## src/rtl/u712_chipram_arbiter.sv

```systemverilog
// u712_chipram_arbiter: grants the chip RAM sequencer to DMA, refresh or CPU, enforces a precharge gap and tracks owed refreshes.
// Build option U712_REF_POSTPONE_EN: CPU may defer refresh until REF_URGENT_LVL refreshes are owed.
module u712_chipram_arbiter #(
    parameter int RP_GAP         = 2,
    parameter int BUSY_MAX       = 31,
    parameter int REF_URGENT_LVL = 4
) (
    input  logic       CLK80,
    input  logic       RESET,
    input  logic       DMA_REQ,
    input  logic       DMA_PEND,
    input  logic       CPU_REQ,
    input  logic       CPU_BURST,
    input  logic       REF_TICK,
    input  logic       SEQ_DONE,
    output logic       START,
    output logic       GNT_DMA,
    output logic       GNT_CPU,
    output logic       GNT_REF,
    output logic       GNT_BURST,
    output logic [2:0] REF_PEND,
    output logic       REF_OVF,
    output logic       TIMEOUT
);
    typedef enum logic [1:0] {IDLE, GRANT, BUSY, GAP} state_t;
    typedef enum logic [1:0] {OWN_NONE, OWN_DMA, OWN_CPU, OWN_REF} own_t;

`ifdef U712_REF_POSTPONE_EN
    localparam bit POSTPONE = 1'b1;
`else
    localparam bit POSTPONE = 1'b0;
`endif
    localparam logic [2:0] GAP_LAST = 3'(RP_GAP - 1);
    localparam logic [5:0] WD_LAST  = 6'(BUSY_MAX - 1);

    state_t     r_state;
    own_t       r_own;
    logic       r_burst_req;
    logic [2:0] r_gap_cnt;
    logic [5:0] r_wd_cnt;
    logic [2:0] r_ref_pend;
    logic       r_ref_ovf;
    logic       r_start;
    logic       r_gnt_dma;
    logic       r_gnt_cpu;
    logic       r_gnt_ref;
    logic       r_gnt_burst;
    logic       r_timeout;

    logic       w_ref_any;
    logic       w_ref_hi;
    logic       w_cpu_ok;
    logic       w_ref_dec;
    own_t       w_win;

    assign w_ref_any = r_ref_pend != 3'd0;
    // Without postponement any owed refresh beats the CPU
    assign w_ref_hi  = POSTPONE ? (r_ref_pend >= 3'(REF_URGENT_LVL)) : w_ref_any;
    assign w_cpu_ok  = CPU_REQ && !DMA_PEND;
    assign w_win     = DMA_REQ  ? OWN_DMA :
                       w_ref_hi ? OWN_REF :
                       w_cpu_ok ? OWN_CPU :
                       w_ref_any ? OWN_REF : OWN_NONE;
    assign w_ref_dec = (r_state == GRANT) && (r_own == OWN_REF) && w_ref_any;

    always_ff @(posedge CLK80 or posedge RESET) begin
        if (RESET) begin
            r_ref_pend <= 3'd0;
            r_ref_ovf  <= 1'b0;
        end else if (REF_TICK && !w_ref_dec) begin
            if (r_ref_pend == 3'd7)
                r_ref_ovf <= 1'b1;
            else
                r_ref_pend <= r_ref_pend + 3'd1;
        end else if (!REF_TICK && w_ref_dec) begin
            r_ref_pend <= r_ref_pend - 3'd1;
        end
    end

    // The last GAP cycle doubles as the IDLE evaluation so the next START lands RP_GAP+1 cycles after GNT drops
    always_ff @(posedge CLK80 or posedge RESET) begin
        if (RESET) begin
            r_state     <= IDLE;
            r_own       <= OWN_NONE;
            r_burst_req <= 1'b0;
            r_gap_cnt   <= 3'd0;
            r_wd_cnt    <= 6'd0;
            r_start     <= 1'b0;
            r_gnt_dma   <= 1'b0;
            r_gnt_cpu   <= 1'b0;
            r_gnt_ref   <= 1'b0;
            r_gnt_burst <= 1'b0;
            r_timeout   <= 1'b0;
        end else begin
            r_start   <= 1'b0;
            r_timeout <= 1'b0;
            case (r_state)
                IDLE, GAP: begin
                    if (r_state == GAP && r_gap_cnt != GAP_LAST) begin
                        r_gap_cnt <= r_gap_cnt + 3'd1;
                    end else begin
                        r_gap_cnt   <= 3'd0;
                        r_own       <= w_win;
                        r_burst_req <= CPU_BURST;
                        r_state     <= (w_win == OWN_NONE) ? IDLE : GRANT;
                    end
                end
                GRANT: begin
                    r_start     <= 1'b1;
                    r_gnt_dma   <= r_own == OWN_DMA;
                    r_gnt_cpu   <= r_own == OWN_CPU;
                    r_gnt_ref   <= r_own == OWN_REF;
                    r_gnt_burst <= (r_own == OWN_CPU) && r_burst_req;
                    r_wd_cnt    <= 6'd0;
                    r_state     <= BUSY;
                end
                BUSY: begin
                    if (SEQ_DONE || r_wd_cnt == WD_LAST) begin
                        r_gnt_dma   <= 1'b0;
                        r_gnt_cpu   <= 1'b0;
                        r_gnt_ref   <= 1'b0;
                        r_gnt_burst <= 1'b0;
                        r_timeout   <= !SEQ_DONE;
                        r_gap_cnt   <= 3'd0;
                        r_state     <= GAP;
                    end else begin
                        r_wd_cnt <= r_wd_cnt + 6'd1;
                    end
                end
                default: r_state <= IDLE;
            endcase
        end
    end

    assign START     = r_start;
    assign GNT_DMA   = r_gnt_dma;
    assign GNT_CPU   = r_gnt_cpu;
    assign GNT_REF   = r_gnt_ref;
    assign GNT_BURST = r_gnt_burst;
    assign REF_PEND  = r_ref_pend;
    assign REF_OVF   = r_ref_ovf;
    assign TIMEOUT   = r_timeout;
endmodule

```

## config.mk

```make
export PLATFORM = sky130hd
export DESIGN_NAME = u712_chipram_arbiter
export DESIGN_NICKNAME = d
export VERILOG_FILES = /design/src/rtl/u712_chipram_arbiter.sv
export SDC_FILE = /design/constraint.sdc
export NUM_CORES = 1
export LEC_CHECK = 0
export BUFFER_PORTS_ARGS = -buffer_cell sky130_fd_sc_hd__buf_4
export CORE_MARGIN = 2
export CORE_UTILIZATION = 50
export DETAILED_ROUTE_END_ITERATION = 8
export GPL_TIMING_DRIVEN = 0
export PLACE_DENSITY = 0.71
export SLEW_MARGIN = 20
export SYNTH_ARGS = -nofsm -noshare
export SYNTH_HDL_FRONTEND = slang
export SYNTH_SLANG_ARGS = --single-unit
```

## constraint.sdc

```tcl
create_clock -name CLK80 -period 4.3 [get_ports CLK80]
set_input_delay 0.43 -clock CLK80 [delete_from_list [all_inputs] [get_ports CLK80]]
set_output_delay 0.43 -clock CLK80 [all_outputs]
set_load 0.05 [all_outputs]
```

==> impl_results.md, run 1 <==
* FILL cells at 215
* Worst min-delay path category: primary input to async pin
* Total negative slack at 0 ns
* Bufs on Longest Clock Path at 2
* CP Class: register to register
* Rel. slew slack at 38.4%
* Synth async-reset ratio at 100%
* Clock skew at 0.0115 ns
* Post-CTS Resized at 0
* Pwr Total at 0.00113 W
* Antenna Nets Post-Route at 0
* Drt first pass iters at 4
* Wire length per cell at 13.3 um
* R2r worst-path depth at 9
* Area growth, synth to finish at 15.5%
* Final period util at 52.5%
* Largest net degree at the start of global routing at 25
* GPL Wtd Cong at 0.778
* Worst VDD drop at 0.000496 V
* Synth area leader: dfrtp_1
* Gr usage total at 18.0%
* Top_reg_cell synth: dfrtp_1
* Clock Latency Late Sink at 0.33 ns
* CP Capture Type: register
* Die height at 55.0 um
* YS warnings at 0
* Final wirelength at 2410 um
* Die ar. at 3030 um^2
* Required @ worst endpoint at 4.58 ns
* CTS tree: built
* Power Density at 753 nW/um^2
* HPWL Detailed at 1780 um
* Setup violations, final at 0
* Distinct cells, synth at 38
* Port bufs at 17
* Non-filler cells, final at 181
* Vias per cell at 5.54
* Die W at 55.0 um
* FF+latch count, synth at 24
* Number of buffers created by CTS at 3
* Startpoint types: register
* I/O pin count at 18
* Post-synth EDFFs at 0
* Static Leak at 0.733 nW
* Worst-path clk slew at 0.14 ns
* Core area at 2480 um^2
* # placed instances at 177
* Max frequency at 0.443 GHz
* Initial Utilization at 52.5%
* Mapped Cells at 130
* Via count at 1003
* # clock sinks at 24
* Top post-synthesis cells by count: dfrtp_1 (24), nand2_1 (18), inv_1 (10)
* Initial antenna violation count at 0
* Final hold vios at 0
* Number of global-route vias before repair at 919
* Worst Setup SP: REF_PEND[0]
* Global-route wire length before repair at 3870 um
* Critical path fanouts, max at 8
* DRC viols at 0
* RSZ-0062 raised after global routing: no
* CTS H-tree depth at 1
* Diodes inserted at 0
* Area of the mapped netlist at 1300 um^2
* Post-CTS Hold Buffers at 0
* Worst endpoint data arrival time at 2.54 ns
* DR iter-0 viols at 21
* Root Driver: clkbuf_4
* FF-to-FF Start: REF_PEND[0]
* Top-area cell type share of the netlist area at 46.2%
* Worst-margin pin slew at 0.923 ns
* Share of cells above drive strength 1 at 19.2%
* GR Overflow Total at 0
* # Post-CTS Setup Buffers at 0
* # rows at 18
* Post-layout util at 60.7%
* Max-cap violations at 0
* Period minus WS final at 2.26 ns
* Layout Nets at 168
* Syn_nets at 146
* Synthesized area per cell at 10.0 um^2
* Pins Over Slew Limit at 0
* Most frequent cell after synthesis: dfrtp_1
* Outcome: finished clean
* Post-synthesis sequential area ratio at 46.2%
* Top post-synthesis cells by area: dfrtp_1 (46%), ha_1 (6.7%), nand2_1 (5.2%)
## kinds of logic after synthesis
logic type,after synthesis,share of synthesized area [%]
and+or+nand+nor,47,18.0
AOI/OAI and AO/OA,32,17.8
DFF,24,46.2
buffers and inverters,12,4.13
adders and majority gates,8,8.27
muxes,7,5.67
## power by group
group | total [W] | internal, W | switching, W
Sequential | 0.000387 | 0.000304 | 0.0000831
Combinational | 0.000621 | 0.000252 | 0.000370
Clock | 0.000124 | 0.0000519 | 0.0000718
Total | 0.00113 | 0.000607 | 0.000525
## critical path, stage by stage, from the launching register on
cell and delay, ns:
dfrtp_1 0.50, or3_1 0.41, buf_6 0.15, a21boi_4 0.18, inv_1 0.07, fa_1 0.40, nor2_1 0.12, nand3_1 0.11
o21ai_0 0.18, a31o_1 0.11
## metal layers
metal  GRT usage (%)  part of all wire (%)  up-vias  wire [um]
met5               0                     0        -          0
met4            8.54                   1.2        0         29
met3            2.42                   4.0        2         96
met2            30.2                    48       25       1150
met1            23.0                    47      474       1140
li1                -                     -      502          -
## placed cells by master (no fill, tap or decap), types with 4 or more instances in the layout
cell,instances
dfrtp_1,24
nand2_1,18
buf_4,17
inv_1,10
o21ai_0,8
ha_1,7
nor2_1,6
nor2b_1,5
a21oi_1,5
mux2i_1,4
## area by class of cell
type / count / area (um^2) / share of cell area (%)
flip-flops and latches: 24 / 601 / 40.0
well taps: 30 / 37.5 / 2.50
multi-input cells: 94 / 647 / 43.0
repair buffers: 17 / 128 / 8.49
inverters: 10 / 37.5 / 2.50
plain buffers: 2 / 16.3 / 1.08
clock buffers: 4 / 36.3 / 2.41
## path summary, 6_finish.rpt
check,end,slack [ns]
setup reg to reg,REF_PEND[2],2.04
min in group CLK80,r_burst_req,0.32
hold / removal,REF_PEND[1],0.29
setup / recovery,REF_PEND[2],2.04
max in group asynchronous,r_wd_cnt[2],3.44
hold reg to reg,r_wd_cnt[4],0.49
## flip-flops by register name (all words and copies together), names as in the netlist, 2 cells and up
register	flops
REF_PEND	3
r_gap_cnt	3
r_own	2
r_state	2
r_wd_cnt	6
## stage by stage
stage / worst slack [ns] / hold WS, ns / area [um^2]
final: 2.04 / 0.290 / 1500
after global routing: 1.91 / 0.317 / 1500
after CTS: 2.03 / 0.315 / 1500
after detailed placement: 2.05 / 0.458 / 1470
after global placement: 2.12 / 0.455 / 1470
after floorplan: 1.95 / 0.436 / 1300
(Power assumes the default switching activity.)
==> inputs of run 2 (changes only) <==
- PLACE_DENSITY: 0.71 -> 0.74
- clock period: 4.3 -> 2 ns (I/O delays scaled with it)
==> run 2 against run 1 <==
- clock skew down 0.0064 ns
- die area unchanged
- via count up 6.1%
- non-clock buffer count up 8
- sequential cell count unchanged
- global-route usage up 2.1 points
- maximum frequency up 15%
- register-to-register slack worse by 2.0 ns
- combinational power rose to 2.6 times the previous value
- critical endpoint is now REF_PEND[1]
==> impl_results.md, run 2 (synthesized netlist as in run 1, its figures left out) <==
* Gr usage total at 20.1% (was 18.0%)
* Initial antenna violation count at 0 (unchanged)
* Total negative slack at 0 ns (unchanged)
* I/O pin count at 18 (unchanged)
* Largest net degree at the start of global routing at 25 (unchanged)
* Outcome: finished clean (unchanged)
* Post-CTS Hold Buffers at 0 (unchanged)
* Port bufs at 17 (unchanged)
* GR Overflow Total at 0 (unchanged)
* CTS tree: built (unchanged)
* Initial Utilization at 52.5% (unchanged)
* Critical path fanouts, max at 2 (was 8)
* CTS H-tree depth at 1 (unchanged)
* DR iter-0 viols at 9 (was 21)
* HPWL Detailed at 1870 um (was 1780 um)
* Number of global-route vias before repair at 1031 (was 919)
* Clock Latency Late Sink at 0.32 ns (was 0.33 ns)
* GPL Wtd Cong at 0.755 (was 0.778)
* Die height at 55.0 um (unchanged)
* Startpoint types: register (unchanged)
* Layout Nets at 176 (was 168)
* Root Driver: clkbuf_4 (unchanged)
* Share of cells above drive strength 1 at 29.6% (was 19.2%)
* Die ar. at 3030 um^2 (unchanged)
* Non-filler cells, final at 189 (was 181)
* Period minus WS final at 1.96 ns (was 2.26 ns)
* Clock power share at 8.6% (was 10.9%)
* # placed instances at 177 (unchanged)
* Dpl cell area at 1470 um^2 (about the same)
* Wire length per cell at 14.3 um (was 13.3 um)
* CP Capture Type: register (unchanged)
* Critical-path top delay cell: fa_2 (was dfrtp_1)
* Sw Ratio at 46.0% (was 46.3%)
* Max frequency at 0.511 GHz (was 0.443 GHz)
* Global-route wire length before repair at 4250 um (was 3870 um)
* Largest Register: r_wd_cnt (unchanged)
* Cell area after layout at 1590 um^2 (was 1500 um^2)
* CP Buf/Inv Count at 1 (was 2)
* Worst endpoint data arrival time at 2.22 ns (was 2.54 ns)
* Sw Pwr at 0.00120 W (was 0.000525 W)
* Final hold vios at 0 (unchanged)
* Worst-margin pin slew at 0.906 ns (was 0.923 ns)
* Power Density at 1650 nW/um^2 (was 753 nW/um^2)
* Area growth, synth to finish at 22.2% (was 15.5%)
* RSZ-0062 raised after global routing: yes (was no)
* Via count at 1064 (was 1003)
* Clock skew at 0.00508 ns (was 0.0115 ns)
* Setup violations, final at 0 (unchanged)
* Static Leak at 0.764 nW (was 0.733 nW)
* Vias per cell at 5.63 (was 5.54)
* Pins Over Slew Limit at 0 (unchanged)
* Max incr delay on CP at 0.57 ns (was 0.50 ns)
* Drt first pass iters at 4 (unchanged)
* DRC viols at 0 (unchanged)
* Number of buffers created by CTS at 3 (unchanged)
* Most common cell after layout, fill and taps aside: buf_4 (was dfrtp_1)
* Internal power at 0.00141 W (was 0.000607 W)
* Die W at 55.0 um (unchanged)
* Required @ worst endpoint at 2.26 ns (was 4.58 ns)
* Final wirelength at 2700 um (was 2410 um)
* # rows at 18 (unchanged)
* Rel. slew slack at 39.5% (was 38.4%)
* Final period util at 97.9% (was 52.5%)
* Bufs on Longest Clock Path at 2 (unchanged)
* Seq pwr share at 30.0% (was 34.2%)
* Most frequent cells in the layout: buf_4 (26), dfrtp_1 (21), nand2_1 (18), inv_1 (9), o21ai_0 (7) (was dfrtp_1 (24), nand2_1 (18), buf_4 (17), inv_1 (10), o21ai_0 (8))
* Cells along the critical path: or3_4, a21boi_4, inv_2, fa_2, nor2b_4, a211oi_2, a21oi_1 (was or3_1, buf_6, a21boi_4, inv_1, fa_1, nor2_1, nand3_1, o21ai_0, a31o_1)
* Max-cap violations at 0 (unchanged)
* Antenna Nets Post-Route at 0 (unchanged)
* Core area at 2480 um^2 (unchanged)
* Diodes inserted at 0 (unchanged)
* Worst VDD drop at 0.000962 V (was 0.000496 V)
* Max FFs per register at 6 (unchanged)
* Gate power share at 61.4% (was 54.9%)
* Pwr Total at 0.00262 W (was 0.00113 W)
* CP Class: register to register (unchanged)
* # clock sinks at 24 (unchanged)
* Worst-path clk slew at 0.13 ns (was 0.14 ns)
* Crit-path leading delay family: adder cells (was simple AND/OR/NAND/NOR gates)
* FILL cells at 206 (was 215)
* Worst min-delay path category: primary input to async pin (unchanged)
* Hold_ws at 0.0600 ns (was 0.290 ns)
[run 2: routing by layer]
| metal | GRT usage, % | routed length, um | part of all wire (%) |
|---|---|---|---|
| met4 | 8.13 | 32 | 1.2 |
| met2 | 36.1 | 1420 | 53 |
| met1 | 22.1 | 1160 | 43 |
| met5 | 0 | 0 | 0 |
| met3 | 5.91 | 89 | 3.3 |
[run 2: area by class of cell]
type / count / area (um^2) / share of cell area, %
repair buffers: 26 / 195 / 12.3
inverters: 10 / 37.5 / 2.36
plain buffers: 1 / 5.00 / 0.315
flip-flops and latches: 24 / 604 / 38.0
well taps: 30 / 37.5 / 2.36
clock buffers: 4 / 26.3 / 1.65
multi-input cells: 94 / 684 / 43.0
[run 2: timing repair]
action,4_1_cts,5_1_grt
cloned,0,0
setup endpoints to repair,2,10
gates resized for setup,5,5
setup buffers,7,2
pin swaps,2,5
[run 2: power groups by stage]
stage	registers (W)	clock network [W]	logic, W
2_1_floorplan	0.00108	0	0.000782
3_3_place_gp	0.000836	0	0.00132
3_5_place_dp	0.000854	0	0.00137
4_1_cts	0.000779	0.000231	0.00157
5_1_grt	0.000809	0.000249	0.00176
6_report	0.000785	0.000226	0.00161
[run 2: metrics by stage]
| step | worst slack [ns] | util (%) |
|---|---|---|
| floorplan | -0.172 | - |
| global placement | -0.0950 | 59.4 |
| detailed placement | -0.134 | 59.4 |
| CTS | -0.0122 | 63.2 |
| global route | -0.0318 | 64.2 |
| finish | 0.0413 | 64.2 |
[run 2: path summary, 6_finish.rpt]
path / start / cells past startpoint / end / slack [ns]
min in group CLK80: CPU_BURST / 2 / r_burst_req / 0.11
setup / recovery: REF_PEND[0] / 7 / REF_PEND[1] / 0.04
max in group asynchronous: RESET / 2 / REF_PEND[2] / 1.33
setup reg to reg: REF_PEND[0] / 7 / REF_PEND[1] / 0.04
hold reg to reg: REF_OVF / 1 / REF_OVF / 0.48
hold / removal: RESET / 2 / r_wd_cnt[0] / 0.06
==> inputs of run 3 (changes only) <==
- CELL_PAD_IN_SITES_DETAIL_PLACEMENT: unset -> 1
- CELL_PAD_IN_SITES_GLOBAL_PLACEMENT: unset -> 1
- CORE_UTILIZATION: 50 -> 39
- PLACE_DENSITY: 0.74 -> unset
- PLACE_DENSITY_LB_ADDON: unset -> 0.1
==> run 3 against run 2 <==
- critical path type unchanged
- design area grew 1.1%
- total power rose by 1.1%
- sequential cell count did not move
- final cell count is 6.9% higher
- sequential share of layout area decreased by 0.41 points
- register-to-register slack barely moved
- via count is 1.2% lower
- core utilization fell by 12 points
- combinational power hardly changed
- clock power rose by 19%
==> impl_results.md, run 3 (synthesized netlist as in run 1, its figures left out) <==
* Outcome: finished clean (unchanged)
* Initial Utilization at 41.9% (was 52.5%)
* Port bufs at 17 (unchanged)
* Critical path fanouts, max at 3 (was 2)
* Hold_ws at 0.0508 ns (was 0.0600 ns)
* Max frequency at 0.514 GHz (was 0.511 GHz)
* FF-to-FF Start: r_state[1] (was REF_PEND[0])
* CP Capture Type: register (unchanged)
* Diodes inserted at 0 (unchanged)
* Worst endpoint data arrival time at 2.20 ns (was 2.22 ns)
* Clock Latency Late Sink at 0.33 ns (was 0.32 ns)
* Antenna Nets Post-Route at 0 (unchanged)
* Largest Register: r_wd_cnt (unchanged)
* GR Overflow Total at 0 (unchanged)
* Pwr Total at 0.00265 W (was 0.00262 W)
* Global-route wire length before repair at 5110 um (was 4250 um)
* Period minus WS final at 1.95 ns (was 1.96 ns)
* Die height at 61.8 um (was 55.0 um)
* Via count at 1051 (was 1064)
* Vias per cell at 5.20 (was 5.63)
* Non-filler cells, final at 202 (was 189)
* Gr usage total at 18.2% (was 20.1%)
* Rel. slew slack at 39.2% (was 39.5%)
* Wire length per cell at 14.1 um (was 14.3 um)
* Clock skew at 0.0172 ns (was 0.00508 ns)
* Post-CTS Hold Buffers at 0 (unchanged)
* CTS tree: built (unchanged)
* Final hold vios at 0 (unchanged)
* Startpoint types: register (unchanged)
* Cell area after layout at 1610 um^2 (was 1590 um^2)
* Worst VDD drop at 0.000741 V (was 0.000962 V)
* Post-route setup slack at 0.0539 ns (was 0.0413 ns)
* DRC viols at 0 (unchanged)
* Die ar. at 3810 um^2 (was 3030 um^2)
* # placed instances at 191 (was 177)
* Setup violations, final at 0 (unchanged)
* RSZ-0062 raised after global routing: yes (unchanged)
* Share of cells above drive strength 1 at 29.1% (was 29.6%)
* Static Leak at 0.767 nW (was 0.764 nW)
* HPWL Detailed at 2050 um (was 1870 um)
* Final wirelength at 2840 um (was 2700 um)
* Worst Setup SP: r_state[1] (was REF_PEND[0])
* Drt first pass iters at 2 (was 4)
* Largest net degree at the start of global routing at 25 (unchanged)
* Most common cell after layout, fill and taps aside: buf_4 (unchanged)
* DR iter-0 viols at 22 (was 9)
* Required @ worst endpoint at 2.25 ns (was 2.26 ns)
* Bufs on Longest Clock Path at 2 (unchanged)
* Number of buffers created by CTS at 3 (unchanged)
* Worst-margin pin slew at 0.912 ns (was 0.906 ns)
* Layout Nets at 175 (was 176)
* Area growth, synth to finish at 23.6% (was 22.2%)
* Dpl ws at -0.164 ns (was -0.134 ns)
* I/O pin count at 18 (unchanged)
* GPL Wtd Cong at 0.735 (was 0.755)
* Max FFs per register at 6 (unchanged)
* Root Driver: clkbuf_4 (unchanged)
* Power Density at 1650 nW/um^2 (about the same)
* # clock sinks at 24 (unchanged)
* CP Class: register to register (unchanged)
* Most frequent cells in the layout: buf_4 (25), dfrtp_1 (21), nand2_1 (18), inv_1 (9), o21ai_0 (7) (was buf_4 (26), dfrtp_1 (21), nand2_1 (18), inv_1 (9), o21ai_0 (7))
* Die W at 61.8 um (was 55.0 um)
* Worst-path clk slew at 0.15 ns (was 0.13 ns)
* CTS H-tree depth at 1 (unchanged)
* Number of global-route vias before repair at 1139 (was 1031)
* # rows at 20 (was 18)
* Dpl cell area at 1490 um^2 (was 1470 um^2)
* Final period util at 97.3% (was 97.9%)
* Worst min-delay path category: primary input to async pin (unchanged)
* Core area at 3100 um^2 (was 2480 um^2)
* Initial antenna violation count at 0 (unchanged)
* Max-cap violations at 0 (unchanged)
* Pins Over Slew Limit at 0 (unchanged)
## run 3: cell count changes in the layout (fill, tap and decap cells not counted)
cell	delta
ha_1	+1
buf_4	-1
clkbuf_1	-1
clkbuf_8	+1
ha_2	-1
## run 3: stage by stage
stage	util, %	setup TNS, ns
2_1_floorplan	-	-0.325
3_3_place_gp	48.0	-0.221
3_5_place_dp	48.0	-0.314
4_1_cts	51.0	-0.0701
5_1_grt	51.8	-0.0729
6_report	51.8	0
## run 3: power by group
part	leakage [nW]	switching, W	total, W	internal, W
combinational	0.447	0.000930	0.00159	0.000663
clock	0.0210	0.000157	0.000268	0.000111
sequential	0.299	0.000126	0.000785	0.000659
## run 3: what timing repair did
| action | 4_1_cts | 5_1_grt |
|---|---|---|
| pin swaps | 3 | 7 |
| gates resized for setup | 4 | 6 |
| endpoints found under the setup margin | 2 | 10 |
| hold endpoints to repair | 0 | 0 |
| setup buffers | 7 | 1 |
## run 3: worst paths after layout
path                            slack, ns  cells past startpoint     endpoint
worst min register to register       0.49                      1      REF_OVF
worst max-delay path                 0.05                      9  REF_PEND[1]
worst min-delay path                 0.05                      2     r_own[0]
max in group asynchronous            1.32                      2  REF_PEND[0]
worst max register to register       0.05                      9  REF_PEND[1]
min in group CLK80                   0.09                      2  r_burst_req
## run 3: cell type report
type	instances	area, um^2
Buffer	1	5.00
Clock buffer	4	36.3
Timing Repair Buffer	25	188
Tap cell	44	55.1
Multi-Input combinational cell	94	682
Inverter	10	37.5
Sequential cell	24	604
Fill cell	384	1500
## run 3: critical path: stages, from the launching register on
cell and delay (ns):
dfrtp_1 0.39, inv_1 0.05, ha_2 0.19, and3_4 0.20, a21boi_4 0.16, inv_2 0.05
fa_2 0.54, nor2b_4 0.14, a211oi_2 0.04, a21oi_1 0.11
## run 3: metal layers
layer	track usage [%]	vias up	share of wire [%]
li1	-	512	-
met1	22.7	524	45
met2	32.3	11	51
met3	2.48	4	2.0
met4	6.38	0	1.2
met5	0	-	0
